File: src/rtl/cache_def.sv
// Shared cache geometry and line-transfer record types used by the L1/victim-cache glue.
package cache_def;

    localparam int unsigned LineW = 128;
    localparam int unsigned AddrW = 32;

    typedef struct packed {
        logic             valid;
        logic             dirty;
        logic [AddrW-1:0] addr;
        logic [LineW-1:0] data;
    } evict_t;

    typedef struct packed {
        logic             dirty;
        logic [LineW-1:0] data;
    } vc_res_t;

endpackage

File: src/rtl/adder_32bit.sv
// Shared 32-bit combinational adder; the carry-out is dropped so sums wrap modulo 2^32.
module adder_32bit (
    input  logic [31:0] a_i,
    input  logic [31:0] b_i,
    output logic [31:0] sum_o
);

    assign sum_o = a_i + b_i;

endmodule

File: src/rtl/l1_vc_swap_controller.sv
// Services an L1 miss from the victim cache when possible, else from memory, and swaps
// the displaced L1 line into the victim cache in the same cycle as the refill.
module l1_vc_swap_controller
    import cache_def::*;
(
    input  logic             clk_i,
    input  logic             rst_ni,
    input  logic             l1_miss_valid_i,
    input  logic [AddrW-1:0] l1_miss_addr_i,
    input  logic             l1_victim_valid_i,
    input  logic             l1_victim_dirty_i,
    input  logic [AddrW-1:0] l1_victim_addr_i,
    input  logic [LineW-1:0] l1_victim_data_i,
    output logic             vc_req_valid_o,
    output logic [AddrW-1:0] vc_req_addr_o,
    input  logic             vc_res_valid_i,
    input  logic             vc_res_dirty_i,
    input  logic [LineW-1:0] vc_res_data_i,
    input  logic             vc_miss_i,
    output logic             evict_valid_o,
    output logic             evict_dirty_o,
    output logic [AddrW-1:0] evict_addr_o,
    output logic [LineW-1:0] evict_data_o,
    output logic             mem_req_valid_o,
    output logic [AddrW-1:0] mem_req_addr_o,
    input  logic             mem_ready_i,
    input  logic [LineW-1:0] mem_data_i,
    output logic             fill_valid_o,
    output logic             fill_dirty_o,
    output logic [LineW-1:0] fill_data_o,
    output logic             busy_o,
    output logic [31:0]      no_swap_o,
    output logic [31:0]      no_memfill_o
);

    typedef enum logic [2:0] {StIdle, StProbe, StWaitRes, StMemReq, StRespond} state_e;

    state_e           state_q, state_d;
    logic [AddrW-1:0] miss_addr_q, miss_addr_d;
    evict_t           victim_q, victim_d;
    vc_res_t          fill_src_q, fill_src_d;
    logic [31:0]      no_swap_q, no_swap_d, no_swap_inc;
    logic [31:0]      no_memfill_q, no_memfill_d, no_memfill_inc;
    logic             swap_hit, mem_done;

    adder_32bit u_swap_adder (
        .a_i   (no_swap_q),
        .b_i   (32'd1),
        .sum_o (no_swap_inc)
    );

    adder_32bit u_memfill_adder (
        .a_i   (no_memfill_q),
        .b_i   (32'd1),
        .sum_o (no_memfill_inc)
    );

    always_ff @(posedge clk_i or negedge rst_ni) begin
        if (!rst_ni) begin
            state_q      <= StIdle;
            miss_addr_q  <= '0;
            victim_q     <= '0;
            fill_src_q   <= '0;
            no_swap_q    <= '0;
            no_memfill_q <= '0;
        end else begin
            state_q      <= state_d;
            miss_addr_q  <= miss_addr_d;
            victim_q     <= victim_d;
            fill_src_q   <= fill_src_d;
            no_swap_q    <= no_swap_d;
            no_memfill_q <= no_memfill_d;
        end
    end

    always_comb begin
        state_d         = state_q;
        miss_addr_d     = miss_addr_q;
        victim_d        = victim_q;
        fill_src_d      = fill_src_q;
        swap_hit        = 1'b0;
        mem_done        = 1'b0;
        busy_o          = 1'b1;
        vc_req_valid_o  = 1'b0;
        vc_req_addr_o   = '0;
        mem_req_valid_o = 1'b0;
        mem_req_addr_o  = '0;
        fill_valid_o    = 1'b0;
        fill_dirty_o    = 1'b0;
        fill_data_o     = '0;
        evict_valid_o   = 1'b0;
        evict_dirty_o   = 1'b0;
        evict_addr_o    = '0;
        evict_data_o    = '0;

        unique case (state_q)
            StIdle: begin
                busy_o = 1'b0;
                if (l1_miss_valid_i) begin
                    miss_addr_d = l1_miss_addr_i;
                    victim_d    = '{valid: l1_victim_valid_i, dirty: l1_victim_dirty_i,
                                    addr: l1_victim_addr_i, data: l1_victim_data_i};
                    state_d     = StProbe;
                end
            end
            StProbe: begin
                vc_req_valid_o = 1'b1;
                vc_req_addr_o  = miss_addr_q;
                state_d        = StWaitRes;
            end
            StWaitRes: begin
                vc_req_addr_o = miss_addr_q;
                // A result flagged as both valid and miss is treated as a miss.
                if (vc_res_valid_i && !vc_miss_i) begin
                    swap_hit   = 1'b1;
                    fill_src_d = '{dirty: vc_res_dirty_i, data: vc_res_data_i};
                    state_d    = StRespond;
                end else begin
                    state_d = StMemReq;
                end
            end
            StMemReq: begin
                mem_req_valid_o = 1'b1;
                mem_req_addr_o  = miss_addr_q;
                if (mem_ready_i) begin
                    mem_done   = 1'b1;
                    fill_src_d = '{dirty: 1'b0, data: mem_data_i};
                    state_d    = StRespond;
                end
            end
            StRespond: begin
                fill_valid_o  = 1'b1;
                fill_dirty_o  = fill_src_q.dirty;
                fill_data_o   = fill_src_q.data;
                // Victim fields are only presented alongside a valid evict.
                evict_valid_o = victim_q.valid;
                if (victim_q.valid) begin
                    evict_dirty_o = victim_q.dirty;
                    evict_addr_o  = victim_q.addr;
                    evict_data_o  = victim_q.data;
                end
                state_d = StIdle;
            end
            default: state_d = StIdle;
        endcase

        no_swap_d    = swap_hit ? no_swap_inc : no_swap_q;
        no_memfill_d = mem_done ? no_memfill_inc : no_memfill_q;
    end

    assign no_swap_o    = no_swap_q;
    assign no_memfill_o = no_memfill_q;

endmodule

File: config.mk
export PLATFORM = sky130hd
export DESIGN_NAME = l1_vc_swap_controller
export DESIGN_NICKNAME = d
export VERILOG_FILES = /design/src/rtl/cache_def.sv /design/src/rtl/adder_32bit.sv /design/src/rtl/l1_vc_swap_controller.sv
export SDC_FILE = /design/constraint.sdc
export NUM_CORES = 1
export LEC_CHECK = 0
export CORE_AREA = 2 2 339 341
export DETAILED_ROUTE_END_ITERATION = 6
export DIE_AREA = 0 0 341 343
export PLACE_DENSITY = 0.44
export SLEW_MARGIN = 20
export SYNTH_ARGS = -nofsm -noshare
export SYNTH_HDL_FRONTEND = slang
export SYNTH_HIERARCHICAL = 1
export SYNTH_SLANG_ARGS = --single-unit
export TNS_END_PERCENT = 100
File: constraint.sdc
create_clock -name clk_i -period 3.2 [get_ports clk_i]
set_input_delay 0.64 -clock clk_i [delete_from_list [all_inputs] [get_ports clk_i]]
set_output_delay 0.64 -clock clk_i [all_outputs]
set_load 0.01 [all_outputs]
==> flow_summary.toml, run 1 <==
[power]
power_uw = 30720
p_int_uw = 19350
vdd_drop_max_mv = 0.3862
power_switching_uw = 11380
seq_power_share_pct = 29.9
p_leak_uw = 0.01726
clock_power_share_pct = 19.3
power_density_nw_per_um2 = 866.8
pwr-share-comb_pct = 50.8
sw_frac_of_total_pct = 37.03

[global_routing]
grt-ovfl-total = 0
antenna_found_initial = 38
grt_max_degree = 88
grt_use_total_pct = 15.96
grt_pass1_wl_mm = 138.4
grt_pass1_vias = 19756

[floorplan]
dieHeight_um = 343
rows = 124
die_w_um = 341
dieArea_um2 = 117000
coreArea_um2 = 113400
ios = 880
initial_core_util_pct = 19.57

[job]
drv_cap = 0

[finish]
final_cell_area_um2 = 35450
final_common_cell = "clkdlybuf4s50_1"
drive_above_1_share_pct = 31.08
finalNonFillerCells = 4414
most-common-layout-cells = "clkdlybuf4s50_1 (531), mux2_2 (430), dfrtp_1 (387)"
nets = 3366
synthToLayoutAreaGrowth_pct = 59.72

[critical_path]
critPathLaunch = "state_q[1]$_DFFE_PN0P_"
endpoint_kind = "output pin"
reg2reg_depth = 10
worstPathMaxFanout = 5
cp.required_ns = 2.56
worstPathArrival_ns = 2.56
crit_type = "flip-flop to output pin"
rr_endpoint = "no_swap_o[18]$_DFFE_PN0P_"
startpoint_type = "flip-flop"
timing.rr.start = "no_swap_o[0]$_DFFE_PN0P_"
reg2reg_slack_ns = 0.16

[synthesis]
post_synth.cell_area_avg_um2 = 11.96
yosysUniqueCellTypes = 84
yosys_warnings = 6
synth_edf_count = 0
ys_seq_elements = 390
ys_seq_area_share_pct = 43.98
synthArstFlopShare_pct = 100.0
netlist_area_um2 = 22190
syn_inst = 1855
synth_top_flop_cell = "dfrtp_1"

[sta]
hold_ws_ns = 0.06863
slew_headroom_pct = 45.61
rsz0062_at_grt = "yes"
finalSetupViolCount = 0
worst_slack_ns = 0.002486
clock.fmax_mhz = 312.7
drv_slew = 0
fin_crit_ns = 3.198
finalHoldViolations = 0
skew_ns = 0.03384
timing.final.crit_share_pct = 99.92
worst_pin_slew_ns = 0.8158

[drt]
drtIter0Drc = 611
firstDrtPassIters = 4
vias_per_cell = 4.192
drcViolationCount = 0
num_vias = 18503
wl_per_cell_um = 22.32
wirelength_mm = 98.53
antenna_left = 0

[placement]
dp_slack_ns = 0.1471
placed_cell_area_um2 = 33190
dpl.hpwl_mm = 70.77
gp_congestion = 0.9112
io_buffers = 879
dp.cells = 4243

[min_path]
hold_class = "input port to async pin"

[cts]
numCtsBuffers = 52
clkLatencyLatePin_ns = 0.65
cts.sinks = 390
htreeDepth = 2
ctsHoldBuffers = 0
cts_max_path_buffers = 3
clockRootBuffer = "clkbuf_16"
cts.clk_slew.worst_paths_ns = 0.06
cts_tree = "yes"

[outcome]
outcome = "completed"
## cell type report
type                    instances  area (um2)
diodes                         16       40.04
clock buffers                  76        1491
clock inverters                19       209.0
fillers                     11581       77970
inverters                      15       56.30
multi-input cells            1385       12040
flip-flops and latches        390        9768
well taps                    1512        1892
repair buffers               1001        9950
## per-layer routing
layer / up-vias / wire (um) / track usage (%)
met5: - / 191 / 0
met4: 30 / 3317 / 5.865
met3: 158 / 8073 / 5.829
met2: 622 / 46680 / 26.39
met1: 9126 / 40270 / 18.94
li1: 8567 / - / -
## per-stage QoR
| step | util [%] | TNS [ns] |
|---|---|---|
| 5_1_grt | 31.23 | -1.747 |
| 3_3_place_gp | 29.27 | 0 |
| 4_1_cts | 31.08 | -10.82 |
| 6_report | 31.25 | 0 |
| 3_5_place_dp | 29.27 | 0 |
| 2_1_floorplan | - | 0 |
## synthesized netlist by cell type, types with 3 or more instances
cell / number / area share, %
xnor2_1: 39 / 1.5
nor2_1: 28 / 0.47
and2_1: 198 / 5.6
buf_6: 11 / 0.56
o21ai_1: 3 / 0.068
o31ai_1: 4 / 0.14
ha_1: 62 / 3.5
mux2_2: 430 / 22
a211oi_1: 7 / 0.24
xor2_1: 21 / 0.83
nor3b_1: 4 / 0.14
nand2b_1: 7 / 0.20
o21bai_1: 6 / 0.20
nor2b_1: 5 / 0.14
nand2_1: 34 / 0.58
dfrtp_1: 390 / 44
buf_2: 39 / 0.88
nand3_1: 12 / 0.27
buf_4: 13 / 0.44
nand4_1: 13 / 0.37
inv_1: 15 / 0.25
a21oi_1: 59 / 1.3
nor3_1: 6 / 0.14
o21a_1: 7 / 0.24
and3_1: 167 / 4.7
o21ai_0: 29 / 0.65
clkbuf_1: 65 / 1.1
a31o_2: 4 / 0.16
a21o_1: 24 / 0.81
a31oi_1: 6 / 0.17
mux2_4: 83 / 5.6
## timing repair
action / 4_1_cts / 5_1_grt
pin swaps: 3 / 1
setup endpoints to repair: 354 / 200
resized for setup: 346 / 391
setup buffers: 20 / 22
cloned: 14 / 5
## cells by family (layout without fill, tap and decap cells)
kind of cell             after synthesis  count (layout)  share of synthesized area (%)
buffers and inverters                145            1111                          3.270
XOR/XNOR                              60              60                          2.368
AND/OR/NAND/NOR                      492             493                          13.31
AO/OA/AOI/OAI                        187             187                          5.841
other                                  2              82                        0.03384
flip-flops                           390             390                          43.98
adder cells (fa/ha/maj)               64              64                          3.676
multiplexers                         515             515                          27.53
## power by group through the flow
stage / Clock (uW) / Sequential (uW) / Combinational (uW)
after global routing: 6370 / 9560 / 16900
after CTS: 6180 / 9220 / 15600
after floorplan: 0 / 8670 / 9230
after global placement: 0 / 9220 / 14800
after detailed placement: 0 / 9280 / 14900
final: 5910 / 9190 / 15600
## state kept, by name (all words and copies together), names as in the netlist
| register | flops |
|---|---|
| victim_q | 162 |
| no_memfill_o | 32 |
| miss_addr_q | 32 |
| fill_src_q | 129 |
| state_q | 3 |
| no_swap_o | 32 |
## worst max-delay path by stage
stage	to	slack [ns]	cells after the start
after floorplan	no_swap_o[18]$_DFFE_PN0P_	0.39	10
after global placement	no_memfill_o[16]$_DFFE_PN0P_	0.17	11
after detailed placement	no_swap_o[18]$_DFFE_PN0P_	0.15	10
after CTS	fill_data_o[14]	-0.24	6
after global routing	evict_addr_o[19]	-0.16	6
final	evict_addr_o[19]	0.002	6
## critical path, stage by stage (launching register included)
cell and delay, ns:
dfrtp_4 0.50, nor3b_4 0.22, buf_8 0.16, buf_4 0.16, clkbuf_16 0.17, and3_4 0.19, clkdlybuf4s50_1 0.53
Power figures use the tool's default switching activity.
==> run 2: changes to the inputs <==
- CAP_MARGIN: not set -> 20
- REMOVE_ABC_BUFFERS: not set -> 1
- SETUP_SLACK_MARGIN: not set -> 0.02
==> run 2 against run 1 <==
Compared with the run above: clock-buffer cell count is 3 lower; sequential share of layout area is 0.23 points higher; fmax is 4.0% higher; hold slack better by 0.0094 ns; power is 2.6% lower; register-to-register slack better by 0.03 ns; routed wire length is 7.3% lower; first-iteration DRC count is 3.8% higher; via count is 1.5% lower; critical path depth stayed put; global-route usage is 0.95 points lower; non-clock buffer count is 41 lower; critical path type unchanged; largest power group unchanged.
==> flow_summary.toml, run 2 (synthesized netlist as in run 1, its figures left out) <==
[drt]
wirelength_mm = 91.37
wl_per_cell_um = 20.96
num_vias = 18221
antenna_left = 0
drcViolationCount = 0
vias_per_cell = 4.180
drtIter0Drc = 634
firstDrtPassIters = 5

[finish]
largest_reg_flops = 162
regMostFlops = "victim_q"
reg_top3 = "victim_q: 162 flops, fill_src_q: 129 flops"
nets = 3323
final_common_cell = "clkdlybuf4s50_1"
synthToLayoutAreaGrowth_pct = 58.25
drive_above_1_share_pct = 25.60
n_fill_cell = 11601
most-common-layout-cells = "clkdlybuf4s50_1 (587), mux2_2 (430), dfrtp_1 (389)"

[sta]
rsz0062_at_grt = "no"
finalSetupTns_ns = 0
finalHoldViolations = 0
timing.final.crit_share_pct = 96.06
finalSetupViolCount = 0
fin_crit_ns = 3.074
skew_ns = 0.02484
worst_pin_slew_ns = 0.7797
slew_headroom_pct = 48.02
clock.fmax_mhz = 325.3
drv_slew = 0
worst_slack_ns = 0.1262

[critical_path]
crit_type = "flip-flop to output pin"
timing.rr.start = "no_swap_o[0]$_DFFE_PN0P_"
reg2reg_depth = 10
worstPathMaxFanout = 61
reg2reg_slack_ns = 0.19
worstPathArrival_ns = 2.43
cp.required_ns = 2.56
startpoint_type = "flip-flop"
endpoint_kind = "output pin"
rr_endpoint = "no_swap_o[18]$_DFFE_PN0P_"

[power]
vdd_drop_max_mv = 0.4732
power_switching_uw = 10650
seq_power_share_pct = 30.1
p_leak_uw = 0.01657
pwr-share-comb_pct = 49.9
p_int_uw = 19270
sw_frac_of_total_pct = 35.59
power_density_nw_per_um2 = 851.9
clock_power_share_pct = 20.0

[global_routing]
grt_max_degree = 164
grt-ovfl-total = 0
grt_pass1_vias = 19860
grt_pass1_wl_mm = 133.1
antenna_found_initial = 29
grt_use_total_pct = 15.02

[floorplan]
ios = 880
initial_core_util_pct = 19.57
dieHeight_um = 343
rows = 124
die_w_um = 341
coreArea_um2 = 113400
dieArea_um2 = 117000

[outcome]
outcome = "completed"

[placement]
dpl.hpwl_mm = 68.00
dp_slack_ns = 0.1405
gp_congestion = 0.8770
io_buffers = 879

[cts]
numCtsBuffers = 51
clockRootBuffer = "clkbuf_16"
cts_tree = "yes"
clkLatencyLatePin_ns = 0.62
cts.sinks = 390
ctsHoldBuffers = 0
htreeDepth = 2
cts_max_path_buffers = 3
cts.clk_slew.worst_paths_ns = 0.05

[job]
drv_cap = 0

[min_path]
hold_class = "input port to async pin"
-- run 2: worst max-delay path: stages (launching register included) --
cell and delay (ns):
dfrtp_1 0.41, nor3b_4 0.25, buf_6 0.14, buf_4 0.12, buf_16 0.19, and2_1 0.18
dlygate4sd2_1 0.41
-- run 2: layout make-up --
cell class | count | area, um2 | area share [%]
Clock buffer | 73 | 1470 | 4.186
Multi-Input combinational cell | 1384 | 12000 | 34.17
Antenna cell | 11 | 27.53 | 0.07838
Tap cell | 1512 | 1892 | 5.387
Timing Repair Buffer | 960 | 9671 | 27.54
Clock inverter | 14 | 241.5 | 0.6876
Inverter | 15 | 56.30 | 0.1603
Sequential cell | 390 | 9761 | 27.79
-- run 2: power groups by stage --
| stage | registers, uW | logic (uW) | clock network (uW) |
|---|---|---|---|
| 6_report | 9010 | 14900 | 5980 |
| 3_5_place_dp | 9070 | 14600 | 0 |
| 3_3_place_gp | 8960 | 14400 | 0 |
| 5_1_grt | 9370 | 16200 | 6450 |
| 4_1_cts | 9040 | 15000 | 6280 |
| 2_1_floorplan | 8810 | 9290 | 0 |
-- run 2: timing repair --
action | 4_1_cts | 5_1_grt
setup endpoints to repair | 337 | 46
setup buffers | 12 | 1
pin swaps | 2 | 2
resized for setup | 356 | 36
gates cloned | 9 | 1
-- run 2: per-layer routing --
metal | up-vias | wire length [um] | part of all wire [%] | global-route usage, %
li1 | 8470 | - | - | -
met3 | 115 | 6521 | 7.1 | 4.676
met2 | 573 | 45820 | 50 | 26.46
met1 | 9045 | 36580 | 40 | 17.28
met5 | - | 100 | 0.11 | 0
met4 | 18 | 2348 | 2.6 | 4.727
-- run 2: metrics by stage --
| stage | total power (uW) | hold WS, ns | instance area (um2) | util, % | cells |
|---|---|---|---|---|---|
| 2_1_floorplan | 18100 | 0.3444 | 21760 | - | 1789 |
| 3_3_place_gp | 23380 | 0.4820 | 33140 | 29.22 | 4238 |
| 3_5_place_dp | 23670 | 0.4859 | 33140 | 29.22 | 4238 |
| 4_1_cts | 30270 | 0.03086 | 34960 | 30.83 | 4346 |
| 5_1_grt | 32000 | 0.07850 | 35110 | 30.96 | 4355 |
| 6_report | 29920 | 0.07808 | 35120 | 30.97 | 4359 |
-- run 2: how the worst max path moves through the flow --
stage               cells after the start                startpoint  slack, ns                   endpoint
global placement                       10  no_swap_o[0]$_DFFE_PN0P_       0.15  no_swap_o[18]$_DFFE_PN0P_
CTS                                     5    state_q[2]$_DFFE_PN0P_     0.0002          mem_req_addr_o[3]
finish                                  6    state_q[0]$_DFFE_PN0P_       0.13             fill_data_o[2]
floorplan                               2    state_q[0]$_DFFE_PN0P_      -9.11            evict_addr_o[0]
global route                            5    state_q[0]$_DFFE_PN0P_       0.02             fill_data_o[5]
detailed placement                     10  no_swap_o[0]$_DFFE_PN0P_       0.14  no_swap_o[18]$_DFFE_PN0P_
